`src/rtl/apf_pkg.sv`:
```
// ---------------------------------------------------------------------------
// apf_pkg
//
// Purpose
//   Shared definitions for the cartridge loader: the loader state enum and
//   the byte pattern written into cartridge RAM while it is being cleared.
//
// Contents
//   loader_state_t : IDLE / CLEAR / LOAD / DONE
//   FILL_BYTE      : value written to every RAM location during CLEAR
// ---------------------------------------------------------------------------
package apf_pkg;

  // Loader sequencing states. CLEAR is only reachable when the clear
  // feature is compiled in, but the encoding is kept stable in both builds.
  typedef enum logic [1:0] {
    IDLE  = 2'd0,
    CLEAR = 2'd1,
    LOAD  = 2'd2,
    DONE  = 2'd3
  } loader_state_t;

  // Erased-ROM pattern, so unloaded cartridge space reads like blank flash.
  localparam logic [7:0] FILL_BYTE = 8'hFF;

endpackage

```
`src/rtl/cart_loader.sv`:
```
// ---------------------------------------------------------------------------
// cart_loader
//
// Purpose
//   Receives a cartridge image streamed from the HPS ioctl interface and
//   writes it into the write side of a dual-port cartridge RAM. While an
//   image is being loaded the CPU is held in reset; the reset is released a
//   fixed number of cycles after the download ends. An optional clear pass
//   fills the whole RAM with FILL_BYTE before the image arrives.
//
// Build option
//   CART_CLEAR_EN : when defined, every accepted download first clears the
//                   RAM (one byte per cycle) while stalling the HPS with
//                   ioctl_wait. When undefined, the clear logic is absent,
//                   a download goes straight to LOAD and ioctl_wait is 0.
//
// Parameters
//   addr_width_g  : RAM address width, RAM depth is 2**addr_width_g
//   data_width_g  : width of ioctl_dout / ram_d
//   index_g       : ioctl_index value that selects cartridge downloads
//   hold_cycles_g : cycles cpu_reset stays high after the download ends
//
// Ports
//   clk_sys        in  system clock (only clock)
//   reset_n        in  asynchronous active-low reset
//   ioctl_download in  HPS download active
//   ioctl_index    in  download target selector
//   ioctl_wr       in  one-cycle byte strobe
//   ioctl_addr     in  byte address of the strobed byte
//   ioctl_dout     in  byte data
//   ioctl_wait     out stall request to the HPS (only during CLEAR)
//   ram_we         out RAM write enable
//   ram_ad         out RAM write address
//   ram_d          out RAM write data
//   cpu_reset      out hold the CPU in reset
//   cart_loaded    out a non-empty image has been loaded
//   cart_size      out number of bytes covered by the image (highest addr+1)
//   load_err       out sticky error: out-of-range or dropped write
// ---------------------------------------------------------------------------
module cart_loader
  import apf_pkg::*;
#(
  parameter int         addr_width_g  = 14,
  parameter int         data_width_g  = 8,
  parameter logic [7:0] index_g       = 8'h01,
  parameter int         hold_cycles_g = 16
) (
  input  logic                    clk_sys,
  input  logic                    reset_n,
  input  logic                    ioctl_download,
  input  logic [7:0]              ioctl_index,
  input  logic                    ioctl_wr,
  input  logic [26:0]             ioctl_addr,
  input  logic [data_width_g-1:0] ioctl_dout,
  output logic                    ioctl_wait,
  output logic                    ram_we,
  output logic [addr_width_g-1:0] ram_ad,
  output logic [data_width_g-1:0] ram_d,
  output logic                    cpu_reset,
  output logic                    cart_loaded,
  output logic [addr_width_g:0]   cart_size,
  output logic                    load_err
);

  // The hold counter is loaded with hold_cycles_g-1 in DONE and counts down
  // in IDLE, so cpu_reset drops exactly hold_cycles_g cycles after DONE.
  localparam int HOLD_W = (hold_cycles_g > 2) ? $clog2(hold_cycles_g) : 1;
  localparam logic [HOLD_W-1:0] HOLD_LOAD =
    (hold_cycles_g > 1) ? HOLD_W'(hold_cycles_g - 1) : '0;
  localparam logic [HOLD_W-1:0] HOLD_ONE = HOLD_W'(1);

  loader_state_t r_state;
  loader_state_t w_next;

  logic                    r_dl_prev;
  logic                    r_we;
  logic [addr_width_g-1:0] r_ad;
  logic [data_width_g-1:0] r_d;
  logic [addr_width_g:0]   r_size;
  logic                    r_loaded;
  logic                    r_err;
  logic                    r_cpu_reset;
  logic [HOLD_W-1:0]       r_hold;

  logic                    w_rise;
  logic                    w_fall;
  logic                    w_start;
  logic                    w_in_range;
  logic                    w_accept;
  logic                    w_reject;
  logic [addr_width_g:0]   w_addr_p1;

  // Download edge detection against last cycle's level.
  assign w_rise = ioctl_download & ~r_dl_prev;
  assign w_fall = ~ioctl_download & r_dl_prev;

  // Only a rising edge aimed at the cartridge index starts a load; starting
  // is only possible from IDLE (the hold period lives in IDLE too).
  assign w_start = (r_state == IDLE) && w_rise && (ioctl_index == index_g);

  // Address is in range when no bit at or above addr_width_g is set.
  assign w_in_range = ((ioctl_addr >> addr_width_g) == 27'd0);

  // A write is only taken while the download is still active, so its
  // one-cycle-late RAM pulse can never land in DONE.
  assign w_accept = (r_state == LOAD) && ioctl_wr && ioctl_download && w_in_range;

  assign w_addr_p1 = {1'b0, ioctl_addr[addr_width_g-1:0]} +
                     {{addr_width_g{1'b0}}, 1'b1};

`ifdef CART_CLEAR_EN
  localparam logic [addr_width_g-1:0] AD_ONE = addr_width_g'(1);

  logic [addr_width_g-1:0] r_clr_addr;
  logic                    w_clr_last;

  assign w_clr_last = &r_clr_addr;

  // Strobes while clearing cannot be stored, so they are flagged as errors.
  assign w_reject = ((r_state == LOAD) && ioctl_wr && !w_in_range) ||
                    ((r_state == CLEAR) && ioctl_wr);

  // Clear address walks 0..depth-1, one location per CLEAR cycle, and is
  // rewound at every new start so each clear pass begins at address 0.
  always_ff @(posedge clk_sys or negedge reset_n) begin
    if (!reset_n) begin
      r_clr_addr <= '0;
    end else if (w_start) begin
      r_clr_addr <= '0;
    end else if (r_state == CLEAR) begin
      r_clr_addr <= r_clr_addr + AD_ONE;
    end
  end

  // During CLEAR the RAM port is owned by the fill pass; otherwise it
  // carries the registered image write.
  assign ram_we     = r_we | (r_state == CLEAR);
  assign ram_ad     = (r_state == CLEAR) ? r_clr_addr : r_ad;
  assign ram_d      = (r_state == CLEAR) ? data_width_g'(FILL_BYTE) : r_d;
  assign ioctl_wait = (r_state == CLEAR);
`else
  assign w_reject = (r_state == LOAD) && ioctl_wr && !w_in_range;

  // Without the clear pass the RAM port only ever carries image writes
  // and the HPS is never stalled.
  assign ram_we     = r_we;
  assign ram_ad     = r_ad;
  assign ram_d      = r_d;
  assign ioctl_wait = 1'b0;
`endif

  // State register plus the download level history used for edge detect.
  // Reset clears both, so a download in flight is simply forgotten.
  always_ff @(posedge clk_sys or negedge reset_n) begin
    if (!reset_n) begin
      r_state   <= IDLE;
      r_dl_prev <= 1'b0;
    end else begin
      r_state   <= w_next;
      r_dl_prev <= ioctl_download;
    end
  end

  // Next-state logic. A falling download edge ends LOAD, and also aborts an
  // unfinished CLEAR; in that case no image byte was ever accepted, so the
  // size is still the zero set at start and DONE reports an empty cart.
  always_comb begin
    w_next = r_state;
    case (r_state)
      IDLE: begin
        if (w_start) begin
`ifdef CART_CLEAR_EN
          w_next = CLEAR;
`else
          w_next = LOAD;
`endif
        end
      end
      CLEAR: begin
`ifdef CART_CLEAR_EN
        if (w_fall) begin
          w_next = DONE;
        end else if (w_clr_last) begin
          w_next = LOAD;
        end
`else
        w_next = IDLE;
`endif
      end
      LOAD: begin
        if (w_fall) begin
          w_next = DONE;
        end
      end
      DONE: begin
        w_next = IDLE;
      end
      default: begin
        w_next = IDLE;
      end
    endcase
  end

  // Image write path: the strobed byte and address are registered so the
  // RAM sees exactly one write the cycle after each accepted strobe.
  // cart_size only grows, so bytes arriving out of order never shrink it.
  always_ff @(posedge clk_sys or negedge reset_n) begin
    if (!reset_n) begin
      r_we   <= 1'b0;
      r_ad   <= '0;
      r_d    <= '0;
      r_size <= '0;
    end else begin
      r_we <= w_accept;
      if (w_start) begin
        r_size <= '0;
      end else if (w_accept) begin
        r_ad <= ioctl_addr[addr_width_g-1:0];
        r_d  <= ioctl_dout;
        if (w_addr_p1 > r_size) begin
          r_size <= w_addr_p1;
        end
      end
    end
  end

  // Status flags and the CPU reset hold. A start re-arms everything and
  // cancels any hold still counting down; DONE latches cart_loaded and
  // launches the hold countdown, which then runs while the FSM idles.
  always_ff @(posedge clk_sys or negedge reset_n) begin
    if (!reset_n) begin
      r_loaded    <= 1'b0;
      r_err       <= 1'b0;
      r_cpu_reset <= 1'b0;
      r_hold      <= '0;
    end else if (w_start) begin
      r_loaded    <= 1'b0;
      r_err       <= 1'b0;
      r_cpu_reset <= 1'b1;
      r_hold      <= '0;
    end else begin
      if (w_reject) begin
        r_err <= 1'b1;
      end
      if (r_state == DONE) begin
        r_loaded <= (r_size != '0);
        r_hold   <= HOLD_LOAD;
        if (hold_cycles_g <= 1) begin
          r_cpu_reset <= 1'b0;
        end
      end else if ((r_state == IDLE) && (r_hold != '0)) begin
        r_hold <= r_hold - HOLD_ONE;
        if (r_hold == HOLD_ONE) begin
          r_cpu_reset <= 1'b0;
        end
      end
    end
  end

  assign cpu_reset   = r_cpu_reset;
  assign cart_loaded = r_loaded;
  assign cart_size   = r_size;
  assign load_err    = r_err;

endmodule

```
`config.mk`:
```
export PLATFORM = sky130hd
export DESIGN_NAME = cart_loader
export DESIGN_NICKNAME = d
export VERILOG_FILES = /design/src/rtl/apf_pkg.sv /design/src/rtl/cart_loader.sv
export SDC_FILE = /design/constraint.sdc
export NUM_CORES = 1
export LEC_CHECK = 0
export CAP_MARGIN = 40
export CELL_PAD_IN_SITES_DETAIL_PLACEMENT = 0
export CELL_PAD_IN_SITES_GLOBAL_PLACEMENT = 1
export CORE_MARGIN = 2
export CORE_UTILIZATION = 35
export DETAILED_ROUTE_END_ITERATION = 7
export HOLD_SLACK_MARGIN = 0.15
export PLACE_DENSITY_LB_ADDON = 0.1
export SYNTH_ARGS = -nofsm -noshare
export SYNTH_HDL_FRONTEND = slang
export SYNTH_SLANG_ARGS = --single-unit
```
`constraint.sdc`:
```
create_clock -name clk_sys -period 4.29 [get_ports clk_sys]
set_input_delay 1.0725 -clock clk_sys [delete_from_list [all_inputs] [get_ports clk_sys]]
set_output_delay 1.0725 -clock clk_sys [all_outputs]
set_load 0.02 [all_outputs]
```
Word-level counts from Yosys, hierarchy flattened
Index checks and enable logic that the tools add are counted.

storage, ports and cells
  flip-flop bits (word level) = 48
  logic and storage cells = 67
  output and inout bits = 42
  input bits = 47

cells by class
  muxes and demuxes = 17
  eq/ne operators = 8
  order comparisons = 1
  reductions and logical operators = 24
  bitwise logic cells = 5
  add/sub/neg operators = 2

operators by type and width
  cell                                                                    number
  15-bit 2-to-1 mux                                                       3
  27-bit logical NOT                                                      1
  14-bit by 1-bit adder with 15-bit output (second input constant)        1
  15-bit > comparator                                                     1
  15-bit nonzero test                                                     1
  4-bit 2-to-1 mux                                                        3
  2-bit nonzero test                                                      6
  8-bit by 1-bit equality test with 1-bit output (second input constant)  1
  1-bit 2-to-1 mux                                                        8
  1-bit logical AND                                                       7
  2-bit != test (second input constant)                                   3
  2-bit case mux with 3 select lines                                      1
  2-bit AND reduction                                                     3
  2-bit equality test (second input constant)                             2
  4-bit by 1-bit equality test with 1-bit output (second input constant)  1
  2-bit 2-to-1 mux                                                        2
  4-bit nonzero test                                                      1
  4-bit by 1-bit subtractor with 4-bit output (second input constant)     1
  1-bit NOT                                                               3
  3-bit AND reduction                                                     1
  3-bit nonzero test                                                      1
  1-bit AND                                                               2
  2-bit by 1-bit equality test with 1-bit output (second input constant)  1
  2-bit logical NOT                                                       1
  2 further kinds                                                         2

Logic depth before layout (Yosys ltp)
  depth in word-level cells = 6
  depth in mapped cells = 11
  depth with buffers taken out = 10

Worst setup path before layout
Ideal clock, no wire load.

  path type = input-to-reg
  start = input ioctl_addr[0]
  end = register r_size[13] (netlist: cart_size[13])
  path slack = 0.778 ns
  library setup time = 0.121 ns
  cell stages on the path = 11
  arrival time = 3.391 ns
  buffers on the path = 1
  required time = 4.169 ns
  cells stage by stage = ha_1 and4_1 and3_1 and3_1 ha_1 nand4_1 nor3_1 o21a_1 o22ai_4 buf_6 a22o_1

between the ends
  longest elaborated chain between the ends = 4
  elaborated cells on any way between the ends = 7
  those cells by class = 1 x add/sub; 1 x order compare; 3 x mux; 2 x reduce/logical

ends and longest elaborated chain
  item                                                                line                RTL
  from (decl)                                                         cart_loader.sv:53   input logic [26:0] ioctl_addr,
  14-bit by 1-bit adder with 15-bit output (*)                        cart_loader.sv:108  assign w_addr_p1 = {1'b0, ioctl_addr[addr_width_g-1:0]} +
  15-bit > comparator or 15-bit 2-to-1 mux (tied branches)            cart_loader.sv:220  if (w_addr_p1 > r_size) begin
  2-bit nonzero test (no line) or 15-bit 2-to-1 mux (tied branches)   --
  2-bit AND reduction (no line) or 15-bit 2-to-1 mux (tied branches)  --
  to (signal assigned)                                                cart_loader.sv:221  r_size <= w_addr_p1;
  to (decl)                                                           cart_loader.sv:79   logic [addr_width_g:0] r_size;

Mark *: on every way between the ends. The rest lies on a longest branch, timed or not. The select of a mux whose other input is x is not followed.
A chain may end at the register's enable or synchronous reset.

Worst setup path in the final report
  start = input ioctl_addr[0]
  end = register r_size[9] (netlist: cart_size[9])

The elaborated chain is that of the path after synthesis.

==> flow_summary.json <==
{
  "worstHoldPathCells": 1,
  "synth_edf_count": 0,
  "grt_pass1_wl_um": 11100,
  "finalSetupViolCount": 0,
  "gp_congestion": 0.836,
  "yosysMostFrequentCell": "dfrtp_1",
  "clk_pin_slew_worst_paths_ns": 0.09,
  "fillers": 677,
  "cts_resized": 0,
  "rsz0062_at_grt": "false",
  "syn_to_final_growth_pct": 44.5,
  "hold_class": "register to register",
  "grtUsageTotal_pct": 16.8,
  "die_y_um": 90.1,
  "p_leak_nw": 1.61,
  "critPathCaptureType": "register",
  "crit_family": "simple AND/OR/NAND/NOR gates",
  "wire_per_inst_um": 15.2,
  "io_pins": 89,
  "antenna_found_initial": 0,
  "timing.fmax_mhz": 259,
  "multi_input_area_um2": 1300,
  "drt-vias-per-instance": 4.98,
  "synthCells": 231,
  "clk_latency_ns": 0.31,
  "synth-async-reset-ratio_pct": 100,
  "synth_flop_cell": "dfrtp_1",
  "cpMaxStageDelayCell": "clkdlybuf4s50_1",
  "post_cts_hold_buffer_count": 0,
  "initial_core_util_pct": 36.0,
  "p_int_mw": 0.779,
  "drive_above_1_share_pct": 16.0,
  "whs_endpoint": "cpu_reset$_DFFE_PN0P_",
  "synth_warnings": 0,
  "ant_nets": 0,
  "synthTopCellsByArea": "dfrtp_1 46%, mux2_2 9.5%, ha_1 8.7%",
  "sw_frac_of_total_pct": 26.6,
  "synth.distinct_cells": 40,
  "die_x_um": 90.1,
  "synth_top_area_share_pct": 46.3,
  "switching_power_mw": 0.283,
  "worst_r2r_path_depth": 8,
  "postSynthAreaPerCell_um2": 11.2,
  "fin_crit_sh_pct": 89.9,
  "critPathKind": "input port to register",
  "rows": 31,
  "cts.sinks": 48,
  "drc": 0,
  "drt_pass1_iterations": 4,
  "path_buf_inv": 2,
  "regArea_um2": 1200,
  "relSlewSlack_pct": 45.2,
  "period_needed_ns": 3.86,
  "slew_viol_final": 0,
  "seqPwrFrac_pct": 47.4,
  "cpPeakStageDelay_ns": 0.48,
  "ys_ff_latch": 48,
  "hpwl_um": 5040,
  "clockRootBuffer": "clkbuf_8",
  "cts_tree": "yes",
  "p_per_area_nw_per_um2": 283,
  "p_clk_share_pct": 33.4,
  "num-nets-final": 395,
  "path_cells": "clkdlybuf4s50_1, ha_1, and4_1, and3_1, and3_1, ha_1, nand4_1, nor3_1, buf_4, a211oi_4, o22ai_4, a22o_2",
  "grt_pass1_vias": 2229,
  "ir_drop_uv": 146,
  "diodes": 0,
  "startpoint_type": "input port",
  "cp-startpoint": "ioctl_addr[0]",
  "drv_cap": 0,
  "die_area_um2": 8120,
  "worst_pin_slew_ns": 0.817,
  "tns_ns": 0,
  "synthTopCellsByCount": "48 x dfrtp_1, 22 x mux2_2, 18 x ha_1",
  "numCtsBuffers": 5,
  "finClkSkew_ns": 0.00566,
  "r2r_start": "cart_size[14]$_DFFE_PN0P_",
  "cts_setup_buffers": 0,
  "port_buffers": 87,
  "fp.coreArea_um2": 7210,
  "crit_arrival_ns": 4.10,
  "grt-ovfl-total": 0,
  "synth_area_um2": 2600,
  "path_max_fanout": 15,
  "drt-total-wl_um": 6540,
  "final_cells": 430,
  "rrSetupSlack_ns": 2.12,
  "mappedNetlistNets": 296,
  "vias": 2140,
  "dp_cells": 422,
  "drtIter0Drc": 77,
  "cp.required_ns": 4.54,
  "power_frac_comb_pct": 19.2,
  "r2r-end": "cart_size[9]$_DFFE_PN0P_",
  "h-tree-depth": 2,
  "ys_seq_area_share_pct": 46.3,
  "min_from": "cpu_reset$_DFFE_PN0P_",
  "final_hold_viol_count": 0,
  "status": "finished, final reports clean",
  "clockBufferDepth": 2,
  "yosysTopAreaCell": "dfrtp_1",
  "grt_max_degree": 29
}
-- logic make-up (layout without fill, tap and decap cells) --
family,count (synthesis),count (layout),share of synthesized area (%)
xor gates and xnor gates,14,14,4.72
DFF,48,48,46.3
adders and majority gates,18,18,8.67
muxes,22,22,9.54
and+or+nand+nor,64,64,13.9
other,1,1,0.144
AOI/OAI and AO/OA,42,42,13.0
buffers and inverters,22,122,3.76
-- cell type report --
class,instances,area share [%]
Clock buffer,6,2.20
Multi-Input combinational cell,161,34.7
Sequential cell,48,32.0
Clock inverter,2,1.03
Inverter,17,1.70
Tap cell,99,3.30
Timing Repair Buffer,97,25.1
-- cell usage in the layout, fill, tap and decap left out, types with 2 or more instances in the layout --
| cell | netlist | routed |
|---|---|---|
| o21a_1 | 2 | 2 |
| and4_1 | 2 | 2 |
| xor2_1 | 6 | 6 |
| a21oi_1 | 10 | 10 |
| clkbuf_8 | 0 | 6 |
| nand3_1 | 7 | 7 |
| nor4_2 | 2 | 2 |
| nand4_1 | 5 | 5 |
| mux2_2 | 22 | 22 |
| xnor2_1 | 8 | 8 |
| nor2_1 | 11 | 10 |
| inv_1 | 17 | 17 |
| a211oi_1 | 5 | 5 |
| nor3_1 | 5 | 5 |
| o2bb2ai_1 | 7 | 7 |
| nor4_1 | 5 | 5 |
| a22o_1 | 3 | 3 |
| buf_4 | 1 | 10 |
| ha_1 | 18 | 18 |
| clkdlybuf4s50_1 | 0 | 86 |
| o21ai_0 | 3 | 3 |
| dfrtp_1 | 48 | 48 |
| nor4bb_1 | 2 | 2 |
| nand2_1 | 14 | 14 |
| a22o_2 | 5 | 5 |
| and3_1 | 5 | 5 |
-- registers in the layout (all words and copies together) (netlist names) --
name,count
cpu_reset,1
r_hold,4
ram_d,8
ram_ad,14
r_state,2
ram_we,1
cart_loaded,1
load_err,1
cart_size,15
r_dl_prev,1
-- worst register-to-register path, stage by stage, from the launching register on --
cell and delay [ns]:
dfrtp_1 0.43, inv_1 0.07, ha_1 0.29, nand4_1 0.15, nor3_1 0.32, buf_4 0.18, a211oi_4 0.07, o22ai_4 0.39
a22o_2 0.23
-- per-layer routing --
layer | track usage, % | vias up | routed length [um]
met2 | 26.4 | 68 | 2940
met1 | 22.3 | 1027 | 3050
met3 | 5.87 | 7 | 482
met5 | 0 | - | 0
li1 | - | 1038 | -
met4 | 4.23 | 0 | 69
-- how the worst max path moves through the flow --
stage,endpoint,slack (ns),cells after the start
global placement,cart_size[10]$_DFFE_PN0P_,0.21,12
finish,cart_size[9]$_DFFE_PN0P_,0.43,12
global route,cart_size[9]$_DFFE_PN0P_,0.24,12
detailed placement,cart_size[9]$_DFFE_PN0P_,0.13,12
floorplan,cart_size[13]$_DFFE_PN0P_,0.78,11
CTS,cart_size[9]$_DFFE_PN0P_,0.44,12
-- through the flow --
step | utilization (%) | setup slack [ns] | hold slack [ns] | total power [mW] | instance area (um2)
detailed placement | 50.3 | 0.126 | 0.466 | 0.718 | 3630
finish | 52.0 | 0.435 | 0.486 | 1.06 | 3750
CTS | 52.0 | 0.443 | 0.488 | 1.07 | 3750
global route | 52.0 | 0.243 | 0.529 | 1.13 | 3750
floorplan | - | 0.778 | 0.504 | 0.620 | 2600
global placement | 50.3 | 0.207 | 0.459 | 0.715 | 3630
-- power groups by stage --
stage | sequential (mW) | combinational [mW] | clock [mW]
2_1_floorplan | 0.514 | 0.107 | 0
3_3_place_gp | 0.512 | 0.203 | 0
3_5_place_dp | 0.512 | 0.206 | 0
4_1_cts | 0.504 | 0.207 | 0.364
5_1_grt | 0.508 | 0.234 | 0.384
6_report | 0.503 | 0.204 | 0.354
Note: power is estimated with default switching activity, not from simulation.
